[config.mk]
export PLATFORM = sky130hd
export DESIGN_NAME = fast_message_mux_pipe
export DESIGN_NICKNAME = d
export VERILOG_FILES = /design/src/rtl/fast_mux_pkg.sv /design/src/rtl/fast_mux_skid_buffer.sv /design/src/rtl/fast_message_mux_pipe.sv
export SDC_FILE = /design/constraint.sdc
export NUM_CORES = 1
export LEC_CHECK = 0
export CAP_MARGIN = 20
export CORE_MARGIN = 4
export CORE_UTILIZATION = 44
export CTS_BUF_LIST = sky130_fd_sc_hd__clkbuf_4
export CTS_CLUSTER_DIAMETER = 120
export CTS_CLUSTER_SIZE = 16
export DETAILED_ROUTE_END_ITERATION = 12
export GPL_ROUTABILITY_DRIVEN = 0
export HOLD_SLACK_MARGIN = 0.08
export PLACE_DENSITY = 0.83
export SYNTH_ARGS = -nofsm -noshare
export SYNTH_HDL_FRONTEND = slang
export SYNTH_SLANG_ARGS = --single-unit
[constraint.sdc]
create_clock -name clk -period 4.26 [get_ports clk]
set_clock_uncertainty 0.1 [all_clocks]
set_input_delay 1.278 -clock clk [delete_from_list [all_inputs] [get_ports clk]]
set_output_delay 1.278 -clock clk [all_outputs]
set_load 0.01 [all_outputs]
[src/rtl/fast_mux_pkg.sv]
// Shared constants for the fast message mux: widths, the idle select code,
// the source index names and the value driven on empty output channels.
`ifndef FAST_MESSAGE_BITS
`define FAST_MESSAGE_BITS 8
`endif
`ifndef FAST_LENGTH_BITS
`define FAST_LENGTH_BITS 4
`endif
`ifndef MESSAGE_MUX_CONTROL_WIDTH
`define MESSAGE_MUX_CONTROL_WIDTH 3
`endif
`ifndef DEFAUT_FAST_MESSAGE
`define DEFAUT_FAST_MESSAGE 8'h00
`endif
`ifndef DEFAUT_FAST_LENGTH
`define DEFAUT_FAST_LENGTH 4'h0
`endif

package fast_mux_pkg;
  localparam int FAST_MSG_BITS = `FAST_MESSAGE_BITS;
  localparam int FAST_LEN_BITS = `FAST_LENGTH_BITS;
  localparam int MUX_SEL_W     = `MESSAGE_MUX_CONTROL_WIDTH;

  localparam logic [MUX_SEL_W-1:0] SEL_IDLE = '1;

  localparam int SRC_A = 0;
  localparam int SRC_D = 1;
  localparam int SRC_K = 2;
  localparam int SRC_Q = 3;
  localparam int SRC_N = 4;

  localparam logic [FAST_MSG_BITS-1:0] DEFAULT_MSG = `DEFAUT_FAST_MESSAGE;
  localparam logic [FAST_LEN_BITS-1:0] DEFAULT_LEN = `DEFAUT_FAST_LENGTH;
endpackage

[src/rtl/fast_mux_skid_buffer.sv]
// Two-entry FIFO holding one channel's accepted {msg,len} words; the head
// entry is presented on o_data whenever o_valid is high.
module fast_mux_skid_buffer
  import fast_mux_pkg::*;
#(
  parameter int WIDTH = FAST_MSG_BITS + FAST_LEN_BITS
) (
  input  logic             clk,
  input  logic             rst,
  input  logic             i_push,
  input  logic [WIDTH-1:0] i_data,
  input  logic             i_pop,
  output logic [WIDTH-1:0] o_data,
  output logic             o_valid,
  output logic [1:0]       o_count
);
  logic [1:0]       r_count;
  logic [WIDTH-1:0] r_head_p1;
  logic [WIDTH-1:0] r_tail_p1;
  logic             w_push;
  logic             w_pop;

  assign w_push = i_push && (r_count != 2'd2);
  assign w_pop  = i_pop && (r_count != 2'd0);

  always_ff @(posedge clk) begin
    if (rst) r_count <= 2'd0;
    else     r_count <= r_count + {1'b0, w_push} - {1'b0, w_pop};
  end

  // Storage is not reset: entries are only visible while r_count marks them valid.
  always_ff @(posedge clk) begin
    if (w_pop) begin
      if (r_count == 2'd2) r_head_p1 <= r_tail_p1;
      else if (w_push)     r_head_p1 <= i_data;
    end else if (w_push) begin
      if (r_count == 2'd0) r_head_p1 <= i_data;
      else                 r_tail_p1 <= i_data;
    end
  end

  assign o_data  = r_head_p1;
  assign o_valid = (r_count != 2'd0);
  assign o_count = r_count;
endmodule

[src/rtl/fast_message_mux_pipe.sv]
// Per-channel source mux feeding a 2-entry buffer, with illegal-select
// detection and a saturating error counter; channels are fully independent.
module fast_message_mux_pipe
  import fast_mux_pkg::*;
#(
  parameter int CHANNELS = 3,
  parameter int SOURCES  = 5,
  parameter int MSG_BITS = FAST_MSG_BITS,
  parameter int LEN_BITS = FAST_LEN_BITS,
  parameter int SEL_W    = MUX_SEL_W,
  parameter int CNT_W    = 16
) (
  input  logic                                clk,
  input  logic                                rst,
  input  logic [CHANNELS*SOURCES-1:0]         in_valid,
  output logic [CHANNELS*SOURCES-1:0]         in_ready,
  input  logic [CHANNELS*SOURCES*MSG_BITS-1:0] in_msg,
  input  logic [CHANNELS*SOURCES*LEN_BITS-1:0] in_len,
  input  logic [CHANNELS*SEL_W-1:0]           sel,
  output logic [CHANNELS-1:0]                 out_valid,
  input  logic [CHANNELS-1:0]                 out_ready,
  output logic [CHANNELS*MSG_BITS-1:0]        out_msg,
  output logic [CHANNELS*LEN_BITS-1:0]        out_len,
  output logic [CHANNELS-1:0]                 sel_err,
  output logic [CHANNELS*CNT_W-1:0]           err_cnt
);
  localparam int               ENTRY_W = MSG_BITS + LEN_BITS;
  localparam logic [SEL_W-1:0] SEL_LIM = SEL_W'(SOURCES);

  function automatic logic [CNT_W-1:0] sat_inc(input logic [CNT_W-1:0] v);
    return (&v) ? v : v + CNT_W'(1);
  endfunction

  for (genvar c = 0; c < CHANNELS; c++) begin : g_ch
    logic [SEL_W-1:0]   w_sel;
    logic               w_legal;
    logic               w_illegal;
    logic [SOURCES-1:0] w_rdy;
    logic [ENTRY_W-1:0] w_wdata_p0;
    logic [ENTRY_W-1:0] w_rdata_p1;
    logic               w_push;
    logic               w_pop;
    logic               w_vld_p1;
    logic [1:0]         w_count;
    logic [CNT_W-1:0]   r_err_cnt;

    assign w_sel     = sel[c*SEL_W +: SEL_W];
    assign w_legal   = (w_sel < SEL_LIM);
    assign w_illegal = !w_legal && !(&w_sel);

    // Ready comes only from registered occupancy and the select, never out_ready.
    always_comb begin
      w_rdy      = '0;
      w_wdata_p0 = '0;
      for (int s = 0; s < SOURCES; s++) begin
        if (w_legal && (w_sel == SEL_W'(s))) begin
          w_rdy[s]   = !rst && (w_count != 2'd2);
          w_wdata_p0 = {in_msg[(c*SOURCES+s)*MSG_BITS +: MSG_BITS],
                        in_len[(c*SOURCES+s)*LEN_BITS +: LEN_BITS]};
        end
      end
    end

    assign in_ready[c*SOURCES +: SOURCES] = w_rdy;
    assign w_push = |(w_rdy & in_valid[c*SOURCES +: SOURCES]);
    assign w_pop  = w_vld_p1 && out_ready[c];

    // ---- stage p0 -> p1: buffer write ----
    fast_mux_skid_buffer #(.WIDTH(ENTRY_W)) u_buf (
      .clk     (clk),
      .rst     (rst),
      .i_push  (w_push),
      .i_data  (w_wdata_p0),
      .i_pop   (w_pop),
      .o_data  (w_rdata_p1),
      .o_valid (w_vld_p1),
      .o_count (w_count)
    );

    always_ff @(posedge clk) begin
      if (rst)            r_err_cnt <= '0;
      else if (w_illegal) r_err_cnt <= sat_inc(r_err_cnt);
    end

    assign out_valid[c] = w_vld_p1;
    assign out_msg[c*MSG_BITS +: MSG_BITS] =
      w_vld_p1 ? w_rdata_p1[ENTRY_W-1 -: MSG_BITS] : MSG_BITS'(DEFAULT_MSG);
    assign out_len[c*LEN_BITS +: LEN_BITS] =
      w_vld_p1 ? w_rdata_p1[LEN_BITS-1:0] : LEN_BITS'(DEFAULT_LEN);
    assign sel_err[c] = w_illegal && !rst;
    assign err_cnt[c*CNT_W +: CNT_W] = r_err_cnt;
  end
endmodule

==> results.json, run 1 <==
{
  "final-setup-viol-count": 0,
  "final_area_um2": 11200,
  "final.period_utilization_pct": 99.5,
  "slew_viol_final": 0,
  "cp_data_arrival_time_ps": 2860,
  "grt_pass1_wl_um": 34100,
  "fmax_ghz": 0.236,
  "die_h_um": 138,
  "p_per_area_nw_per_um2": 319,
  "ys_ff_latch": 126,
  "htree_levels": 4,
  "place_inst": 1207,
  "path_cells": "clkdlybuf4s50_1 > nor3b_2 > and2_1 > clkdlybuf4s50_1",
  "max_stage_delay_ps": 590,
  "firstDrtPassIters": 4,
  "fin_crit_ps": 4240,
  "final_common_cell": "clkdlybuf4s50_1",
  "overflow": 0,
  "die_area_um2": 18900,
  "async_flop_share_pct": 0,
  "clk_latency_ps": 530,
  "io_pins": 314,
  "post_cts_buffers": 0,
  "peakVddDrop_mv": 0.251,
  "dpl.hpwl_um": 18500,
  "portBuffers": 313,
  "antenna_found_initial": 1,
  "fin_hold_ws_ps": 402,
  "die_w_um": 138,
  "worst_pin_slew_ps": 850,
  "crit_path_frequent_cell": "clkdlybuf4s50_1",
  "ant_nets": 0,
  "wirelength_um": 23000,
  "cts_tree": "yes",
  "crit_required_ps": 2880,
  "crit_start": "sel[2]",
  "synth_ff_type": "edfxtp_1",
  "finish.utilization_pct": 67.9,
  "outcome": "finished, final reports clean",
  "grt_pass1_vias": 6473,
  "syn_nets": 898,
  "track_usage_pct": 23.4,
  "core_region_area_um2": 16500,
  "start_util_pct": 44.7,
  "postCtsHoldBufs": 0,
  "startpoint_type": "input pin",
  "critPathCaptureType": "primary output",
  "drv_cap": 0,
  "grt_max_degree": 35,
  "area_delta_synth_final_pct": 51.9,
  "vias": 6784,
  "clock-sinks": 126,
  "synth-edff-count": 72,
  "clock_path_buffers": 2,
  "ys_warn_count": 0,
  "cts_root_buf": "clkbuf_4",
  "cts_buffers": 17,
  "yosysSeqAreaShare_pct": 43.9,
  "avgSynthCellArea_um2": 10.9,
  "worstSetupPathType": "in -> out",
  "layout-drive-gt1-share_pct": 16.4,
  "cp_slowest_cell": "clkdlybuf4s50_1",
  "via_per_inst": 5.47,
  "r2r-start": "g_ch[2].r_err_cnt[3]$_SDFFE_PP0P_",
  "fin_nets": 1225,
  "instances_no_fill": 1241,
  "fillers": 1284,
  "cp_max_fo": 4,
  "timing.final.hold_violations": 0,
  "p_leak_nw": 3.99,
  "rows": 47,
  "layout_common_cells": "clkdlybuf4s50_1 (306), edfxtp_1 (72), dfxtp_1 (54), nor2b_1 (51)",
  "hp-class": "reg -> reg",
  "placed_cell_area_um2": 10900,
  "relSlewSlack_pct": 42.8,
  "min_from": "g_ch[2].r_err_cnt[5]$_SDFFE_PP0P_",
  "drc": 0,
  "synth_cell_types": 54,
  "synth_area_um2": 7390,
  "syn_inst": 680,
  "clk_pin_slew_worst_paths_ps": 100,
  "routedWlPerCell_um": 18.5,
  "drt_iter0_markers": 399
}
-- timing repair --
| item | CTS | global route |
|---|---|---|
| setup endpoints to repair | 2 | 12 |
| pin swaps | 2 | 1 |
| gates resized for setup | 3 | 8 |
-- synthesized netlist by cell type (all sizes together), types with 3 or more instances --
cell type  count  area share, %
a21oi         32            2.2
mux2          42            6.4
nor4          15            1.4
nor3b          4           0.41
inv           36            1.8
mux4          38             12
buf           17            1.3
nor2b         51            4.3
o21ai         28            1.9
nor3          16            1.1
xor2           6           0.81
edfxtp        72             29
ha             9            1.5
and3           7           0.59
o311ai         3           0.36
a22o          25            3.0
or2            4           0.34
nor2          31            1.6
nand4         17            1.6
nand2         42            2.1
nand3         12           0.81
dfxtp         54             15
clkbuf        28            1.4
or3b           3           0.36
o41ai          8           0.95
xnor2          3           0.36
or3            8           0.69
o31ai         20            2.0
or4           22            2.3
and2           4           0.34
-- layout make-up --
cell class              count  area [µm²]  area share [%]
multi-input cells         473        3840            34.2
repair buffers            353        3440            30.6
flip-flops and latches    126        3240            28.9
well taps                 220         275            2.45
clock inverters            13         148            1.32
clock buffers              19         143            1.27
inverters                  36         135            1.20
diodes                      1        2.50          0.0223
-- power by group --
part	total [W]	switching, W	internal [W]
logic	0.00129	0.000564	0.000728
registers	0.00145	0.0000339	0.00142
clock network	0.000841	0.000431	0.000411
total	0.00358	0.00103	0.00255
-- routing by layer --
layer	wire (µm)	vias up	global-route usage, %
met2	11700	217	38.3
met4	394	0	6.43
met5	0	-	0
met1	9500	3250	30.6
met3	1430	36	6.32
li1	-	3281	-
-- sequential cells by signal, indices dropped and copies added (netlist names) --
name                  count
g_ch.u_buf.o_count        6
g_ch.u_buf.o_data        36
g_ch.u_buf.r_tail_p1     36
g_ch.r_err_cnt           48
-- path summary, 6_finish.rpt --
kind | end | slack (ps) | depth (start not counted)
hold reg to reg | g_ch[2].r_err_cnt[5]$_SDFFE_PP0P_ | 400 | 1
hold / removal | g_ch[2].r_err_cnt[5]$_SDFFE_PP0P_ | 400 | 1
setup reg to reg | g_ch[2].r_err_cnt[0]$_SDFFE_PP0P_ | 1920 | 4
setup / recovery | in_ready[4] | 20 | 4
-- critical path: cells and delay by family --
| kind | cells | cell delay (ps) |
|---|---|---|
| buf+inv | 2 | 1150 |
| simple gates | 2 | 430 |
-- metrics by stage --
step	TNS, ps	total power (W)	setup slack (ps)
after floorplan	0	0.00211	257
after global placement	-34.0	0.00275	-34.0
after detailed placement	-35.1	0.00277	-35.1
after global routing	-0.439	0.00378	-0.439
after CTS	0	0.00362	32.8
final	0	0.00358	21.1
-- cells by family after synthesis --
logic type	synth area share, %
buf+inv	4.52
compound gates	11.6
fa+ha+maj	1.52
simple gates	19.0
flops	43.9
mux	18.3
xor+xnor	1.17
Power figures use the tool's default switching activity.
==> run 2, diff against run 1 <==
CTS_CLUSTER_DIAMETER = 80   (was 120)
SLEW_MARGIN = 10   (was default)
==> run 2 against run 1 <==
Compared with the run above: core utilization about the same; flip-flop and latch count unchanged; setup slack improved by 3.7 ps; critical path type unchanged.
==> results.json, run 2 (same netlist as run 1, synthesis figures left out) <==
{
  "timing.final.hold_violations": 0,
  "r2r-start": "g_ch[2].r_err_cnt[2]$_SDFFE_PP0P_",
  "power_frac_seq_pct": 40.5,
  "final_common_cell": "clkdlybuf4s50_1",
  "postCtsHoldBufs": 0,
  "layout_common_cells": "clkdlybuf4s50_1 (306), edfxtp_1 (72), dfxtp_1 (54), nor2b_1 (51)",
  "multi_input_area_um2": 3840,
  "dpl.hpwl_um": 18500,
  "seq_area_um2": 3240,
  "path_cells": "clkdlybuf4s50_1 > nor3b_2 > and2_1 > clkdlybuf4s50_1",
  "cp_top_family": "buffers and inverters",
  "switchingPower_w": 0.00103,
  "die_area_um2": 18900,
  "portBuffers": 313,
  "placed_cell_area_um2": 10900,
  "max_stage_delay_ps": 590,
  "crit_required_ps": 2880,
  "clk_pin_slew_worst_paths_ps": 110,
  "startpoint_type": "input pin",
  "p_per_area_nw_per_um2": 319,
  "die_h_um": 138,
  "combinationalPowerShare_pct": 36.0,
  "overflow": 0,
  "final-setup-viol-count": 0,
  "rows": 47,
  "p_leak_nw": 3.99,
  "routedWlPerCell_um": 18.5,
  "critPathCapture": "in_ready[4]",
  "worstSetupPathDepth": 4,
  "hp-class": "reg -> reg",
  "swShare_pct": 28.7,
  "via_per_inst": 5.42,
  "peakVddDrop_mv": 0.251,
  "ant_nets": 0,
  "firstDrtPassIters": 5,
  "outcome": "finished, final reports clean",
  "cts_tree": "yes",
  "final.period_utilization_pct": 99.4,
  "clock_path_buffers": 2,
  "p_int_w": 0.00255,
  "track_usage_pct": 23.4,
  "slew_viol_final": 0,
  "fin_setup_tns_ps": 0,
  "vias": 6725,
  "crit_path_frequent_cell": "clkdlybuf4s50_1",
  "worst_pin_slew_ps": 811,
  "io_pins": 314,
  "die_w_um": 138,
  "critPathCaptureType": "primary output",
  "crit_start": "sel[2]",
  "finish.utilization_pct": 67.9,
  "clock-sinks": 126,
  "path_buf_inv": 2,
  "htree_levels": 4,
  "area_delta_synth_final_pct": 52.0,
  "largest_register": "g_ch.r_err_cnt",
  "clkPwrFrac_pct": 23.5,
  "fillers": 1284,
  "fin_crit_ps": 4240,
  "cts_buffers": 17,
  "rrSetupSlack_ps": 1960,
  "grt_max_degree": 35,
  "antenna_found_initial": 1,
  "largest_reg_flops": 48,
  "relSlewSlack_pct": 45.4,
  "clk_latency_ps": 520,
  "drt_iter0_markers": 405,
  "core_region_area_um2": 16500,
  "fin_nets": 1224,
  "cp_data_arrival_time_ps": 2860,
  "cts_root_buf": "clkbuf_4",
  "r2r-end": "g_ch[2].r_err_cnt[0]$_SDFFE_PP0P_",
  "start_util_pct": 44.7,
  "drc": 0,
  "reg2reg_depth": 4,
  "worstSetupPathType": "in -> out",
  "wirelength_um": 23000,
  "drv_cap": 0,
  "cp_slowest_cell": "clkdlybuf4s50_1",
  "grt_pass1_wl_um": 34100,
  "fmax_ghz": 0.236,
  "grt_pass1_vias": 6473,
  "cp_max_fo": 4,
  "layout-drive-gt1-share_pct": 16.4,
  "final_area_um2": 11200
}
## run 2: cell types whose count changed in the layout (fill, tap and decap cells not counted), sizes merged
cell and change:
clkbuf -1
## run 2: layout make-up
cell class,count,area share (%)
Inverter,36,1.20
Multi-Input combinational cell,473,34.3
Clock buffer,19,1.27
Sequential cell,126,28.9
Antenna cell,1,0.0223
Tap cell,220,2.45
Timing Repair Buffer,352,30.6
Clock inverter,13,1.32
## run 2: how the worst min path moves through the flow
stage                                        start                             endpoint  slack [ps]  depth (start not counted)
3_5_place_dp    g_ch[0].r_err_cnt[14]$_SDFFE_PP0P_   g_ch[0].r_err_cnt[14]$_SDFFE_PP0P_         390                          2
5_1_grt          g_ch[2].r_err_cnt[5]$_SDFFE_PP0P_    g_ch[2].r_err_cnt[5]$_SDFFE_PP0P_         430                          1
6_report        g_ch[0].r_err_cnt[14]$_SDFFE_PP0P_   g_ch[0].r_err_cnt[14]$_SDFFE_PP0P_         400                          2
4_1_cts          g_ch[2].r_err_cnt[5]$_SDFFE_PP0P_    g_ch[2].r_err_cnt[5]$_SDFFE_PP0P_         410                          1
3_3_place_gp     g_ch[2].r_err_cnt[1]$_SDFFE_PP0P_    g_ch[2].r_err_cnt[1]$_SDFFE_PP0P_         380                          2
2_1_floorplan  g_ch[0].u_buf.o_count[1]$_SDFF_PP0_  g_ch[0].u_buf.o_count[1]$_SDFF_PP0_         400                          2
## run 2: layer usage
metal  vias up  track usage, %  part of all wire, %
li1       3279               -                    -
met1      3210            30.6                   42
met2       200            38.3                   51
met3        36            6.32                  5.6
met4         0            6.43                  1.7
met5         -               0                    0
## run 2: power by group through the flow
stage / registers, W / clock network (W) / logic [W]
floorplan: 0.00147 / 0 / 0.000639
global placement: 0.00148 / 0 / 0.00127
detailed placement: 0.00148 / 0 / 0.00129
CTS: 0.00145 / 0.000864 / 0.00130
global route: 0.00146 / 0.000926 / 0.00139
finish: 0.00145 / 0.000842 / 0.00129
## run 2: worst register-to-register path: stages, from the launching register on
cell	delay, ps
dfxtp_1	440
nand4_1	340
nor4_1	820
nor2_1	190
mux2_2	310
## run 2: per-stage QoR
stage	instances	power, W	hold slack, ps	worst slack [ps]
finish	1240	0.00358	402	24.8
global route	1240	0.00378	426	-0.439
CTS	1239	0.00362	407	32.8
detailed placement	1207	0.00277	393	-35.1
global placement	1207	0.00275	384	-34.0
floorplan	680	0.00211	399	257
## run 2: timing repair
| action | in CTS | in global routing |
|---|---|---|
| gates resized for setup | 3 | 8 |
| buffers inserted | 0 | 0 |
| pin swaps | 2 | 1 |
| endpoints found under the setup margin | 2 | 12 |
==> run 3, diff against run 2 <==
SLEW_MARGIN = 20   (was 10)
==> results of run 3 <==
Same layout as run 2: the final DEF is identical, and so are final timing and power.
